$ cat config.mk
export PLATFORM = sky130hd
export DESIGN_NAME = vend_pay_fsm
export DESIGN_NICKNAME = d
export VERILOG_FILES = /design/src/rtl/vend_pay_fsm.sv
export SDC_FILE = /design/constraint.sdc
export NUM_CORES = 1
export LEC_CHECK = 0
export ABC_AREA = 1
export CORE_MARGIN = 5
export CORE_UTILIZATION = 35
export DETAILED_ROUTE_END_ITERATION = 6
export MAX_ROUTING_LAYER = met4
export PLACE_DENSITY = 0.57
export SLEW_MARGIN = 0
export SYNTH_ARGS = -nofsm -noshare
export SYNTH_HDL_FRONTEND = slang
export SYNTH_SLANG_ARGS = --single-unit
$ cat constraint.sdc
create_clock -name clk -period 3.1 [get_ports clk]
set_input_delay 0.465 -clock clk [delete_from_list [all_inputs] [get_ports clk]]
set_output_delay 0.465 -clock clk [all_outputs]
set_load 0.02 [all_outputs]
$ cat src/rtl/vend_pay_fsm.sv
// Payment controller for the vending machine: accumulates coins against the selected
// product price, vends on confirm, refunds on cancel/timeout and keeps sold counters.
module vend_pay_fsm #(
    parameter logic [3:0]  PRICE1      = 4'd3,
    parameter logic [3:0]  PRICE2      = 4'd5,
    parameter logic [3:0]  PRICE3      = 4'd7,
    parameter logic [3:0]  PRICE4      = 4'd9,
    parameter int unsigned TIMEOUT_CYC = 500_000_000,
    parameter int unsigned HOLD_CYC    = 200_000_000
) (
    input  logic        clk,
    input  logic        rst_n,
    input  logic [3:0]  sel,
    input  logic [15:0] stock,
    input  logic [4:0]  bt_edge,
    output logic [3:0]  remain,
    output logic [3:0]  credit,
    output logic [3:0]  back,
    output logic [15:0] count,
    output logic [2:0]  state,
    output logic        vend_pulse,
    output logic        err_pulse
);

    typedef enum logic [2:0] {
        IDLE     = 3'd0,
        COLLECT  = 3'd1,
        DISPENSE = 3'd2,
        CHANGE   = 3'd3,
        REFUND   = 3'd4
    } state_t;

    localparam logic [31:0] TIMEOUT_LAST = 32'(TIMEOUT_CYC - 1);
    localparam logic [31:0] HOLD_LAST    = 32'(HOLD_CYC - 1);

    state_t      cur_q, cur_d;
    logic [1:0]  prod_q, prod_d;
    logic [3:0]  credit_q, credit_d;
    logic [3:0]  back_q, back_d;
    logic [3:0]  remain_q, remain_d;
    logic [15:0] count_q, count_d;
    logic [31:0] timer_q, timer_d;
    logic [31:0] hold_q, hold_d;
    logic [3:0]  err_sel_q, err_sel_d;
    logic        vend_q, vend_d;
    logic        err_q, err_d;

    // Product index 0..3 maps to prod1..prod4, matching the {S1,S2,S3,S4} select order.
    function automatic logic [3:0] price_of(input logic [1:0] p);
        logic [3:0] r;
        case (p)
            2'd0:    r = PRICE1;
            2'd1:    r = PRICE2;
            2'd2:    r = PRICE3;
            default: r = PRICE4;
        endcase
        return r;
    endfunction

    function automatic logic [3:0] nibble_of(input logic [15:0] v, input logic [1:0] p);
        logic [3:0] r;
        case (p)
            2'd0:    r = v[15:12];
            2'd1:    r = v[11:8];
            2'd2:    r = v[7:4];
            default: r = v[3:0];
        endcase
        return r;
    endfunction

    function automatic logic [3:0] sub_sat(input logic [3:0] a, input logic [3:0] b);
        return (b >= a) ? 4'd0 : a - b;
    endfunction

    function automatic logic [3:0] inc_sat(input logic [3:0] a);
        return (a == 4'd15) ? a : a + 4'd1;
    endfunction

    logic       sel_valid;
    logic [1:0] sel_idx;
    logic [3:0] latched_sel;
    logic [2:0] coin_bits;
    logic       coin_any;
    logic       coin_multi;
    logic [3:0] coin_val;
    logic [4:0] coin_sum;
    logic       coin_accept;

    always_comb begin
        sel_valid = 1'b1;
        sel_idx   = 2'd0;
        case (sel)
            4'b1000: sel_idx = 2'd0;
            4'b0100: sel_idx = 2'd1;
            4'b0010: sel_idx = 2'd2;
            4'b0001: sel_idx = 2'd3;
            default: sel_valid = 1'b0;
        endcase
    end

    assign latched_sel = 4'b1000 >> prod_q;
    assign coin_bits   = bt_edge[2:0];
    assign coin_any    = |coin_bits;
    assign coin_multi  = (coin_bits & (coin_bits - 3'd1)) != 3'd0;

    always_comb begin
        case (coin_bits)
            3'b001:  coin_val = 4'd1;
            3'b010:  coin_val = 4'd2;
            3'b100:  coin_val = 4'd5;
            default: coin_val = 4'd0;
        endcase
    end

    assign coin_sum = {1'b0, credit_q} + {1'b0, coin_val};

    always_comb begin
        // NOTE: every signal written here gets a default first, so no path can leave
        // one unassigned and infer a latch.
        cur_d       = cur_q;
        prod_d      = prod_q;
        credit_d    = credit_q;
        back_d      = back_q;
        remain_d    = remain_q;
        count_d     = count_q;
        timer_d     = '0;
        hold_d      = '0;
        err_sel_d   = '0;
        vend_d      = 1'b0;
        err_d       = 1'b0;
        coin_accept = 1'b0;

        case (cur_q)
            IDLE: begin
                if (sel_valid) begin
                    if (nibble_of(stock, sel_idx) != 4'd0) begin
                        cur_d    = COLLECT;
                        prod_d   = sel_idx;
                        remain_d = price_of(sel_idx);
                    end else begin
                        // Sold-out is flagged once per selection, not every cycle it is held.
                        err_sel_d = sel;
                        err_d     = (sel != err_sel_q);
                    end
                end
            end

            COLLECT: begin
                if (bt_edge[4]) begin
                    cur_d    = REFUND;
                    back_d   = credit_q;
                    credit_d = '0;
                end else if (bt_edge[3]) begin
                    if (credit_q >= price_of(prod_q) && nibble_of(stock, prod_q) != 4'd0) begin
                        cur_d  = DISPENSE;
                        vend_d = 1'b1;
                    end else begin
                        err_d = 1'b1;
                    end
                end else if (credit_q == 4'd0 && sel != latched_sel) begin
                    if (sel_valid && nibble_of(stock, sel_idx) != 4'd0) begin
                        prod_d   = sel_idx;
                        remain_d = price_of(sel_idx);
                    end else if (sel_valid) begin
                        cur_d     = IDLE;
                        err_d     = 1'b1;
                        err_sel_d = sel;
                    end else begin
                        cur_d = IDLE;
                    end
                end else if (coin_multi) begin
                    err_d = 1'b1;
                end else if (coin_any) begin
                    if (coin_sum > 5'd15) begin
                        err_d = 1'b1;
                    end else begin
                        coin_accept = 1'b1;
                        credit_d    = coin_sum[3:0];
                        remain_d    = sub_sat(price_of(prod_q), coin_sum[3:0]);
                    end
                end

                // Idle timer only runs while money is held; an accepted coin restarts it.
                if (cur_d == COLLECT && credit_q != 4'd0 && !coin_accept) begin
                    if (timer_q == TIMEOUT_LAST) begin
                        cur_d    = REFUND;
                        back_d   = credit_q;
                        credit_d = '0;
                    end else begin
                        timer_d = timer_q + 32'd1;
                    end
                end
            end

            DISPENSE: begin
                case (prod_q)
                    2'd0:    count_d[15:12] = inc_sat(count_q[15:12]);
                    2'd1:    count_d[11:8]  = inc_sat(count_q[11:8]);
                    2'd2:    count_d[7:4]   = inc_sat(count_q[7:4]);
                    default: count_d[3:0]   = inc_sat(count_q[3:0]);
                endcase
                back_d   = credit_q - price_of(prod_q);
                credit_d = '0;
                cur_d    = CHANGE;
            end

            CHANGE, REFUND: begin
                if (hold_q == HOLD_LAST) begin
                    cur_d  = IDLE;
                    back_d = '0;
                end else begin
                    hold_d = hold_q + 32'd1;
                end
            end

            default: cur_d = IDLE;
        endcase

        if (cur_d != COLLECT) begin
            remain_d = '0;
        end
    end

    always_ff @(posedge clk) begin
        // NOTE: state is updated with non-blocking assignments so every register
        // samples the values from before this edge, independent of statement order.
        if (!rst_n) begin
            cur_q     <= IDLE;
            prod_q    <= '0;
            credit_q  <= '0;
            back_q    <= '0;
            remain_q  <= '0;
            count_q   <= '0;
            timer_q   <= '0;
            hold_q    <= '0;
            err_sel_q <= '0;
            vend_q    <= 1'b0;
            err_q     <= 1'b0;
        end else begin
            cur_q     <= cur_d;
            prod_q    <= prod_d;
            credit_q  <= credit_d;
            back_q    <= back_d;
            remain_q  <= remain_d;
            count_q   <= count_d;
            timer_q   <= timer_d;
            hold_q    <= hold_d;
            err_sel_q <= err_sel_d;
            vend_q    <= vend_d;
            err_q     <= err_d;
        end
    end

    assign state      = cur_q;
    assign remain     = remain_q;
    assign credit     = credit_q;
    assign back       = back_q;
    assign count      = count_q;
    assign vend_pulse = vend_q;
    assign err_pulse  = err_q;

endmodule
; Word-level counts from Yosys, hierarchy flattened
; Index checks and enable logic that the tools add are counted.
[op_classes]
n_mux = 99
n_lt_le_gt_ge = 3
shifts = 1
reduce_logical = 33
add_sub_neg = 10
bitwise = 11
eq_ne = 36
[op_table]
columns = operator, count
row1 = two-way mux 4 bit, 49
row2 = adder 32 x 1 -> 32 bit (second input constant), 2
row3 = one-hot mux 4 bit (3 select lines), 5
row4 = two-way mux 3 bit, 11
row5 = == test 32 x 28 -> 1 bit (second input constant), 1
row6 = == test 32 x 29 -> 1 bit (second input constant), 1
row7 = one-hot mux 4 bit (2 select lines), 3
row8 = == test 4 bit (second input constant), 5
row9 = two-way mux 1 bit, 20
row10 = adder 4 x 1 -> 4 bit (second input constant), 4
row11 = nonzero test 4 bit, 4
row12 = inequality test 2 bit (second input constant), 7
row13 = two-way mux 2 bit, 6
row14 = inequality test 3 bit (second input constant), 4
row15 = one-hot mux 3 bit (4 select lines), 1
row16 = AND reduction 3 bit, 4
row17 = OR reduction 4 bit, 3
row18 = inverter 1 bit, 10
row19 = == test 3 x 1 -> 1 bit (second input constant), 3
row20 = == test 3 x 2 -> 1 bit (second input constant), 3
row21 = one-hot mux 3 bit (3 select lines), 1
row22 = AND reduction 9 bit, 1
row23 = OR reduction 3 bit, 3
row24 = greater-or-equal comparator 4 bit, 2
row25 = 27 further kinds, 40
[word_totals]
word_cells = 207
output_inout_bits = 33
reg_bits = 103
input_bits = 27

; Depth between registers and ports, before layout
[logic_depth]
depth_word = 22
depth_mapped = 19
ltp_nobuf = 19

; Worst setup path after synthesis
; OpenSTA, ideal clock, no wires.
[synth_timing]
kind = in2reg
from = in bt_edge[1]
to = reg remain_q[3], in the netlist remain[3]
n_path_buf = 0
setup_slack_ns = 0.299
path_stages = 13
arrival_time_ns = 2.736
path_cell_list = nor2_1 > nor2_2 > nor2_1 > ha_1 > fa_1 > ha_1 > fa_1 > or2_2 > a21oi_1 > mux2i_1 > o21ai_0 > inv_1 > nor2_1
[synth_between]
elab_chain_cells = 17
word_cells_on_any_way = 37
cone_classes = 3 x add/sub / 2 x order compare / 7 x eq/ne / 18 x mux / 1 x bitwise / 6 x reduce/logical
[synth_rtl]
columns = element, line_no
row1 = "start, declared", 15  ; input logic [4:0] bt_edge,
row2 = "== test 3 bit, or another cell as far along", 107  ; case (coin_bits)
row3 = one-hot mux 3 bit (3 select lines), 107
row4 = adder 4 x 4 -> 5 bit, 115  ; assign coin_sum = {1'b0, credit_q} + {1'b0, coin_val};
row5 = > comparator 5 x 4 -> 1 bit, 174  ; if (coin_sum > 5'd15) begin
row6 = two-way mux 1 bit, 174
row7 = two-way mux 1 bit, 173  ; end else if (coin_any) begin
row8 = two-way mux 1 bit, 171  ; end else if (coin_multi) begin
row9 = two-way mux 1 bit, 160  ; end else if (credit_q == 4'd0 && sel != latched_sel) begin
row10 = two-way mux 1 bit, 153  ; end else if (bt_edge[3]) begin
row11 = two-way mux 1 bit, 149  ; if (bt_edge[4]) begin
row12 = two-way mux 1 bit, 133  ; case (cur_q)
row13 = logical NOT 1 bit, 184  ; if (cur_d == COLLECT && credit_q != 4'd0 && !coin_accept) begin
row14 = logical AND 1 bit, 184
row15 = two-way mux 3 bit, 184
row16 = one-hot mux 3 bit (4 select lines), 133
row17 = inequality test 3 x 1 -> 1 bit, 219  ; if (cur_d != COLLECT) begin
row18 = OR reduction 2 bit (no source line), n/a
row19 = "end signal, assigned", 244  ; remain_q <= remain_d;
row20 = "end, declared", 40  ; logic [3:0] remain_q, remain_d;
; Parallel ways exist; a longest one is shown, timed or not. The select of a mux whose other input is x is not followed.
; A chain may end at the register's enable or synchronous reset.

; Final worst setup path
[layout_timing]
from = reg prod_q[1]
to = reg timer_q[21]
[layout_between]
elab_chain_cells = 16
word_cells_on_any_way = 32
cone_classes = 1 x order compare / 4 x eq/ne / 1 x shift / 17 x mux / 1 x bitwise / 8 x reduce/logical
[layout_rtl]
columns = element, line_no
row1 = "start, declared", 37  ; logic [1:0] prod_q, prod_d;
row2 = "start signal, assigned", 241  ; prod_q <= prod_d;
row3 = "== test 2 bit, or another cell as far along", "51, 62"
row4 = "one-hot mux 4 bit (3 select lines), on equally long branches", "51, 62"
row5 = two-way mux 4 bit, 153
row6 = two-way mux 4 bit, 149
row7 = two-way mux 4 bit, 133
row8 = greater-or-equal comparator 4 bit / nonzero test 4 bit (equally long branches), 154  ; if (credit_q >= price_of(prod_q) && nibble_of(stock, prod_q) != 4'd0) begin
row9 = logical AND 1 bit, 154
row10 = two-way mux 3 bit, 154
row11 = two-way mux 3 bit, 153
row12 = two-way mux 3 bit, 149
row13 = two-way mux 3 bit, 133
row14 = == test 3 x 1 -> 1 bit, 184
row15 = logical AND 1 bit, 184
row16 = logical AND 1 bit *, 184
row17 = inverter 1 bit (no source line) *, n/a
row18 = OR reduction 4 bit (no source line) *, n/a
row19 = "end signal, assigned", 246  ; timer_q <= timer_d;
row20 = "end, declared", 42  ; logic [31:0] timer_q, timer_d;
; Mark *: on every way between the ends. The rest lies on a longest branch, timed or not. The select of a mux whose other input is x is not followed.

==> flow_metrics.py <==
metrics = {
    "setup_path": {
        "cp_cell_sequence": "inv_1 -> ha_1 -> inv_1 -> ha_1 -> nand2_1 -> nand3_1 -> a21o_1 -> nand3_1 -> nand2_1 -> nand2_1 -> nand4_4 -> inv_2 -> nand3_2 -> buf_12 -> nor3b_1",
        "slowest_delay_ns": 0.36,
        "r2r_cells": 15,
        "crit_family": "simple AND/OR/NAND/NOR gates",
        "worstPathArrival_ns": 3.04,
        "cp.required_ns": 3.38,
        "start_kind": "flip-flop",
        "cp_max_fo": 15,
        "ff2ff_setup_slack_ns": 0.34,
        "timing.rr.end": "timer_q[21]",
        "slowest_stage": "dfxtp_1",
        "critPathCaptureType": "flip-flop",
        "cp_common_cell": "nand2_1",
        "crit_buf_inv": 4,
        "path_class": "reg -> reg",
        "r2r-start": "prod_q[1]",
    },
    "worst_hold_path": {
        "hold_path.class": "reg -> reg",
        "hold_depth": 1,
        "hold_start": "hold_q[0]",
        "hold_end": "hold_q[0]",
    },
    "yosys": {
        "synthArstFlopShare_pct": 0,
        "synth_top_area_share_pct": 32.6,
        "syn-num-nets": 970,
        "syn_area_mm2": 0.00632,
        "ys_types": 48,
        "seq_area_frac_synth_pct": 32.6,
        "synth_edf_count": 0,
        "synth-warning-count": 0,
        "syn_inst": 916,
        "ys_ff_latch": 103,
        "synthTopCellsByArea": "dfxtp_1 33%, nand2_1 11%, inv_1 7.5%",
        "yosys.area.top_type": "dfxtp_1",
        "synth_area_per_cell_um2": 6.90,
        "ys.flop_type": "dfxtp_1",
    },
    "global_route": {
        "grt_pass1_vias": 5359,
        "grt-ovfl-total": 0,
        "grt_start_max_net_pins": 33,
        "grt_first_pass_wirelength_um": 25900,
        "track_usage_pct": 15.8,
        "antenna_found_initial": 0,
    },
    "pwr": {
        "comb_power_share_pct": 13.4,
        "power.total_w": 0.00285,
        "p_clk_share_pct": 39.4,
        "internal_power_w": 0.00206,
        "p_leak_nw": 2.97,
        "p_seq_share_pct": 47.2,
        "switching_share_pct": 27.9,
        "switchingPower_w": 0.000795,
        "max-vdd-ir-drop_v": 0.000276,
        "p_per_area_mw_per_mm2": 368,
    },
    "finish": {
        "multi_input_area_mm2": 0.00374,
        "most-common-layout-cells": "183 x nand2_1, 126 x inv_1, 119 x nor2_1",
        "final_common_cell": "nand2_1",
        "fill_cells": 1905,
        "fin_util_pct": 43.3,
        "nNetsFinal": 1064,
        "drive_above_1_share_pct": 12.0,
        "finalInstanceArea_mm2": 0.00774,
        "instances_no_fill": 1244,
        "antenna_cells": 0,
        "area_delta_synth_final_pct": 22.5,
        "regArea_mm2": 0.00206,
    },
    "clocking": {
        "cts_sinks": 103,
        "cts_buffers": 9,
        "holdBufCountCts": 0,
        "cts_root_buf": "clkbuf_16",
        "h-tree-depth": 3,
        "path_clk_slew_ns": 0.08,
        "ctsLongestPathBuffers": 2,
        "cts_tree": "done",
        "clk_latency_ns": 0.36,
    },
    "sta": {
        "hold_viol": 0,
        "finalWorstPathRequiredPeriod_ns": 2.76,
        "setup-violations-final": 0,
        "fmax_ghz": 0.362,
        "worstMarginPinSlew_ns": 0.586,
        "fin_skew_ns": 0.00730,
        "fin_crit_sh_pct": 89.1,
        "slew_headroom_pct": 60.9,
        "drv_slew": 0,
        "rsz0062_at_grt": "no",
    },
    "placement": {
        "gp_congestion": 0.841,
        "portBuffers": 59,
        "dp_cells": 1227,
        "hpwl_um": 12100,
        "dpl_cell_area_mm2": 0.00742,
    },
    "die": {
        "rows": 49,
        "die_w_um": 144,
        "initial_core_util_pct": 35.3,
        "die_h_um": 144,
        "ios": 60,
        "core_region_area_mm2": 0.0179,
        "die_area_mm2": 0.0209,
    },
    "route": {
        "first_iter_violations": 291,
        "ant_nets": 0,
        "drt-total-wl_um": 15600,
        "vias": 5820,
        "drc": 0,
        "route.detailed.wl_per_inst_um": 12.5,
        "via_per_inst": 4.68,
        "dr.pass1.iters": 6,
    },
    "job": {
        "max_cap_violations": 0,
    },
    "status": {
        "status": "finished, final reports clean",
    },
}
routing by layer:
metal | vias to the layer above | share of wire [%] | global-route usage, %
met4 | 0 | 1.1 | 3.68
met5 | - | 0 | -
met2 | 56 | 44 | 23.8
met1 | 2563 | 52 | 22.1
met3 | 11 | 2.6 | 2.71
li1 | 3190 | - | -
synth_stat cells, types with 6 or more instances:
cell / instances
dfxtp_1: 103
nor2_1: 122
ha_1: 24
clkbuf_1: 6
nand2_1: 183
nand4_1: 33
nor3_1: 37
xor2_1: 20
xnor2_1: 8
nand3_2: 7
nor3b_1: 11
nor4_1: 11
o21ai_0: 35
nor3b_2: 7
nor2_2: 8
nand3_1: 45
inv_1: 127
nand2_2: 9
or2_2: 7
a21oi_1: 62
layout make-up:
| class | count | area share, % |
|---|---|---|
| multi-input combinational | 671 | 48.3 |
| sequential | 103 | 26.6 |
| timing repair buffer | 93 | 11.3 |
| inverter | 132 | 6.41 |
| tap | 229 | 3.70 |
| clock buffer | 10 | 2.96 |
| clock inverter | 6 | 0.679 |
worst register-to-register path: cells and delay by family (launching register included):
| kind | cells | cell delay (ns) |
|---|---|---|
| buffers and inverters | 4 | 0.47 |
| adders and majority gates | 2 | 0.65 |
| AOI/OAI and AO/OA | 1 | 0.16 |
| and+or+nand+nor | 8 | 1.04 |
| DFF | 1 | 0.36 |
cell families after synthesis:
logic type      after synthesis  share of synthesized area (%)
flops                       103                           32.6
xor+xnor                     28                           3.88
buf+inv                     142                           8.63
mux                           1                          0.158
fa+ha+maj                    27                           5.70
compound gates              110                           9.40
simple gates                505                           39.6
per-stage QoR:
step | setup TNS (ns) | setup slack (ns) | hold slack, ns
after floorplan | 0 | 0.299 | 0.413
after global placement | -2.53 | -0.323 | 0.428
after detailed placement | -3.04 | -0.397 | 0.432
after CTS | 0 | 0.0299 | 0.442
after global routing | 0 | 0.0376 | 0.462
final | 0 | 0.339 | 0.437
worst max path at each step:
stage / from / to / cells after the start
floorplan: bt_edge[1] / remain[3] / 13
global placement: bt_edge[0] / remain[2] / 19
detailed placement: bt_edge[2] / remain[2] / 19
CTS: bt_edge[2] / remain[2] / 19
global route: prod_q[1] / timer_q[21] / 15
finish: prod_q[1] / timer_q[21] / 15
state kept, by name, indices dropped and copies added, names as in the netlist:
signal,count
err_pulse,1
vend_pulse,1
err_sel_q,4
prod_q,2
count,16
credit,4
timer_q,32
hold_q,32
remain,4
back,4
state,3
power by group through the flow:
stage / combinational, W / clock [W] / sequential (W)
floorplan: 0.000211 / 0 / 0.00139
global placement: 0.000374 / 0 / 0.00138
detailed placement: 0.000376 / 0 / 0.00138
CTS: 0.000380 / 0.00117 / 0.00135
global route: 0.000431 / 0.00121 / 0.00135
finish: 0.000383 / 0.00112 / 0.00135
what timing repair did:
action                     4_1_cts  5_1_grt
setup endpoints to repair        1        4
setup buffers                    0        1
pin swaps                        0        2
gates cloned                     0        0
resized for setup                1       14
No activity file was read; power rests on OpenSTA's default activity.
